$ cat src/rtl/hazard_ctrl_unit.sv
// Pipeline hazard and stall controller: RAW stall detection, branch flush,
// SRAM-wait freeze with timeout abort, and a saturating stall-cycle counter.
module hazard_ctrl_unit #(
    parameter int unsigned TIMEOUT = 15,
    parameter int unsigned CNT_W   = 16,
    localparam int unsigned REG_W  = 4
) (
    input  logic             clk,
    input  logic             rst,
    input  logic             fwd_en,
    input  logic             id_valid,
    input  logic [REG_W-1:0] id_src1,
    input  logic [REG_W-1:0] id_src2,
    input  logic             id_two_src,
    input  logic [REG_W-1:0] exe_dest,
    input  logic             exe_wb_en,
    input  logic             exe_mem_r_en,
    input  logic [REG_W-1:0] mem_dest,
    input  logic             mem_wb_en,
    input  logic             mem_req,
    input  logic             sram_ready,
    input  logic             branch_taken,
    output logic             freeze_front,
    output logic             bubble_idex,
    output logic             flush_ifid,
    output logic             freeze_all,
    output logic             mem_err,
    output logic [CNT_W-1:0] stall_cnt
);
    localparam int unsigned       WAIT_W    = $clog2(TIMEOUT);
    localparam logic [WAIT_W-1:0] WAIT_LAST = WAIT_W'(TIMEOUT - 1);

    typedef enum logic {
        RUN,
        MEM_WAIT
    } state_t;

    state_t            state, state_nxt;
    logic [WAIT_W-1:0] wait_cnt, wait_nxt;
    logic              mem_err_nxt;
    logic              freeze_mem_c;
    logic              exe_match, mem_match, raw_hazard;
    logic              stall_inc;

    // Source-register match against each producer stage
    assign exe_match = (id_src1 == exe_dest) || (id_two_src && (id_src2 == exe_dest));
    assign mem_match = (id_src1 == mem_dest) || (id_two_src && (id_src2 == mem_dest));

    // With forwarding only a load in EXE stalls; without it any pending write does
    always_comb begin
        raw_hazard = 1'b0;
        if (fwd_en) begin
            raw_hazard = exe_wb_en && exe_mem_r_en && exe_match;
        end else begin
            raw_hazard = (exe_wb_en && exe_match) || (mem_wb_en && mem_match);
        end
    end

    // SRAM wait tracking; freeze_mem_c is the Mealy freeze request
    always_comb begin
        state_nxt    = state;
        wait_nxt     = wait_cnt;
        mem_err_nxt  = mem_err;
        freeze_mem_c = 1'b0;
        case (state)
            RUN: begin
                if (mem_req && !sram_ready) begin
                    freeze_mem_c = 1'b1;
                    wait_nxt     = '0;
                    state_nxt    = MEM_WAIT;
                end
            end
            MEM_WAIT: begin
                if (sram_ready) begin
                    state_nxt = RUN;
                end else if (wait_cnt == WAIT_LAST) begin
                    mem_err_nxt = 1'b1;
                    state_nxt   = RUN;
                end else begin
                    freeze_mem_c = 1'b1;
                    wait_nxt     = wait_cnt + WAIT_W'(1);
                end
            end
            default: state_nxt = RUN;
        endcase
    end

    // Control outputs are held low for the whole reset assertion
    assign freeze_all   = rst & freeze_mem_c;
    assign flush_ifid   = rst & branch_taken & ~freeze_mem_c;
    assign freeze_front = rst & raw_hazard & id_valid & ~branch_taken & ~freeze_mem_c;
    assign bubble_idex  = freeze_front | flush_ifid;

    assign stall_inc = (freeze_all || freeze_front) && (stall_cnt != '1);

    always_ff @(posedge clk or negedge rst) begin
        if (!rst) begin
            state     <= RUN;
            wait_cnt  <= '0;
            mem_err   <= 1'b0;
            stall_cnt <= '0;
        end else begin
            state    <= state_nxt;
            wait_cnt <= wait_nxt;
            mem_err  <= mem_err_nxt;
            if (stall_inc) begin
                stall_cnt <= stall_cnt + CNT_W'(1);
            end
        end
    end
endmodule
$ cat config.mk
export PLATFORM = sky130hd
export DESIGN_NAME = hazard_ctrl_unit
export DESIGN_NICKNAME = d
export VERILOG_FILES = /design/src/rtl/hazard_ctrl_unit.sv
export SDC_FILE = /design/constraint.sdc
export NUM_CORES = 1
export LEC_CHECK = 0
export ABC_AREA = 1
export CORE_UTILIZATION = 52
export CTS_CLUSTER_SIZE = 24
export DETAILED_ROUTE_END_ITERATION = 6
export GPL_ROUTABILITY_DRIVEN = 0
export GPL_TIMING_DRIVEN = 1
export PLACE_DENSITY = 0.95
export SLEW_MARGIN = 15
export SYNTH_ARGS = -nofsm -noshare
export SYNTH_HDL_FRONTEND = slang
export SYNTH_SLANG_ARGS = --single-unit
$ cat constraint.sdc
create_clock -name clk -period 3.42 [get_ports clk]
set_input_delay 0.513 -clock clk [delete_from_list [all_inputs] [get_ports clk]]
set_output_delay 0.513 -clock clk [all_outputs]
set_load 0.05 [all_outputs]
==> summary.txt <==
core area: 3080 um^2
Worst VDD drop: 383 uV
CP arrival: 1.99 ns
Hold Buf Count CTS: 0
largest net degree at the start of global routing: 24
CTS tree: yes
Total GRT Usage: 0.231
Die Area: 3480 um^2
clk buf depth: 2
Initial Util: 0.549
Ys Warns: 0
r2r startpoint: stall_cnt[0]
Root Buffer: clkbuf_4
WP buf/inv: 3
hold path endpoint: mem_err
clock tree sinks: 22
Max Slew Vio Count: 0
Antenna Nets Post-Route: 0
clk slew on worst S/H paths: 0.12 ns
Synth Instances: 235
dpl hpwl: 2.98 mm
synthesis-stage register bit count: 22
Power Dens Cells: 359 nW/um^2
sequential share of the synthesized area: 0.326
mux share of post-synthesis cell area: 0
Compound-Gate Fraction of Synth Area: 0.0207
min cycle time layout: 2.50 ns
period utilization: 0.732
WHS: 0.484 ns
fmax: 399 MHz
final hold violation count: 0
routed via count: 1,656
Post-CTS Resized: 0
Rel. slew slack: 0.668
post-route total power: 0.000805 W
Layout Utilization: 0.728
Synth Area in XOR/XNOR: 0.109
DR iter-0 viols: 70
most used cell, CP: nand2_1
first-pass GRT wire length: 6.06 mm
vias in the first global route: 1,489
Max Cap Violations: 0
CTS Buf Count: 3
WL per Instance: 11.8 um
layout cells sized above 1: 0.127
Hold Path Stages: 1
commonest non-fill, non-tap cell in the layout: nand2_1
syn avg cell area: 7.19 um^2
slowest cell on the critical path: clkdlybuf4s50_1
adder-cell area share of the yosys netlist: 0.0222
total leakage power: 1.15 nW
H-tree Lvls: 1
ANT cells: 0
hold wc startpoint: mem_err
Syn-to-layout area delta: 32.7%
post-synth cell types: 29
Worst R2R Setup Slack: 1.50 ns
Req. time, crit path: 2.91 ns
nature of the critical path startpoint: input pin
nets@finish: 315
CP cell instances: clkdlybuf4s50_1 > inv_1 > nand2_1 > nand2_1 > nor2_1 > nand2_1 > nand2_1 > nand2_1 > nand2_1 > nand2_2 > o21ai_0 > buf_12
Clock Latency Late Sink: 0.32 ns
status: finished clean
via/cell ratio: 5.05
clk_skew: 0.00786 ns
DRC violations left: 0
Synth Area in Simple Gates: 0.443
crit end category: output port
setup tns final: 0 ns
RSZ-0062 raised after global routing: no
post-synth net total: 265
initial antenna violation count: 0
r2r endpoint: stall_cnt[10]
Buffers on Ports: 47
largest family of logic cells by synthesized area: simple AND/OR/NAND/NOR gates
final setup violation count: 0
most frequent cells in the layout: nand2_1 (72), clkdlybuf4s50_1 (43), nand3_1 (31)
Pre-antenna DRT Iters: 4
post-CTS setup buffers: 0
cell row count: 20
GRT overflow: 0
final WL: 3.88 mm
kind of critical path: input pin to output port
Die W: 59.0 um
worst-margin pin slew: 0.496 ns
die height: 59.0 um
CP Max Fanout: 3
Worst R2R Path Depth: 7
max incr delay on CP: 0.50 ns
min-delay worst type: flop to flop
I/O Pins: 48
Syn Std Cell Area: 1690 um^2
Top delay family on crit path: buffers and inverters
[per-stage QoR]
stage / cell area [um^2] / setup slack [ns] / instances
detailed placement: 2200 / 0.918 / 324
global placement: 2200 / 0.962 / 324
finish: 2240 / 0.916 / 328
global route: 2240 / 0.757 / 328
floorplan: 1690 / 0.931 / 235
CTS: 2240 / 0.917 / 328
[worst reg2reg max path: stages (launching register included)]
cell	delay, ns
dfrtp_1	0.48
ha_1	0.27
nand3_2	0.14
nor2_4	0.21
nand4_4	0.29
nand2_4	0.32
nand2_1	0.09
nand2_1	0.06
[synth_stat cells]
cell type	number	area, um^2
nor2_1	22	82.6
nor2_4	1	11.3
o21bai_1	1	7.51
buf_4	1	7.51
nand2_2	14	87.6
nand4_4	1	21.3
o21ai_1	1	5.00
inv_1	25	93.8
nand4_1	1	6.26
dfrtp_1	22	551
nor4_2	1	12.5
nand2_1	72	270
a21boi_0	1	7.51
nor3b_4	1	18.8
nand2_4	2	22.5
nor4_1	1	6.26
xor2_1	13	114
o21ai_0	2	10.0
ha_1	3	37.5
xnor2_1	8	70.1
nand3_2	3	30.0
nor3_2	1	10.0
a21oi_1	1	5.00
inv_2	2	7.51
nor2_2	1	6.26
nand3b_1	1	7.51
buf_2	1	5.00
buf_12	1	20.0
nand3_1	31	155
[power by group]
group          leakage (nW)  total [W]  switching [W]  internal, W
Clock                0.0210   0.000149      0.0000839    0.0000652
Combinational         0.826   0.000313       0.000190     0.000124
Sequential            0.300   0.000342      0.0000532     0.000289
[metal layers]
layer,GRT usage,share of wire
met4,0.0918,0.022
met3,0.0393,0.052
met2,0.430,0.51
met1,0.260,0.42
met5,0,0
[final cells by class]
type / instances / area [um^2]
multi-input combinational: 183 / 1000
fill: 238 / 837
sequential: 22 / 551
timing repair buffer: 48 / 493
inverter: 27 / 101
tap: 44 / 55.1
clock buffer: 4 / 36.3
[sequential cells by signal (all words and copies together), names as in the netlist]
signal and flops:
stall_cnt 16, wait_cnt 4, mem_err 1, state 1
[cells by family (layout without fill, tap and decap cells)]
logic type / after synthesis / after routing
adders and majority gates: 3 / 3
buffers and inverters: 30 / 79
DFF: 22 / 22
and+or+nand+nor: 153 / 153
AOI/OAI and AO/OA: 6 / 6
xor gates and xnor gates: 21 / 21
[how the worst max path moves through the flow]
stage / from / to / slack [ns] / depth (start not counted)
floorplan: wait_cnt[0] / bubble_idex / 0.93 / 6
global placement: exe_dest[0] / bubble_idex / 0.96 / 12
detailed placement: exe_dest[0] / bubble_idex / 0.92 / 12
CTS: exe_dest[0] / bubble_idex / 0.92 / 12
global route: exe_dest[0] / bubble_idex / 0.76 / 12
finish: exe_dest[0] / bubble_idex / 0.92 / 12
(Power assumes the default switching activity.)
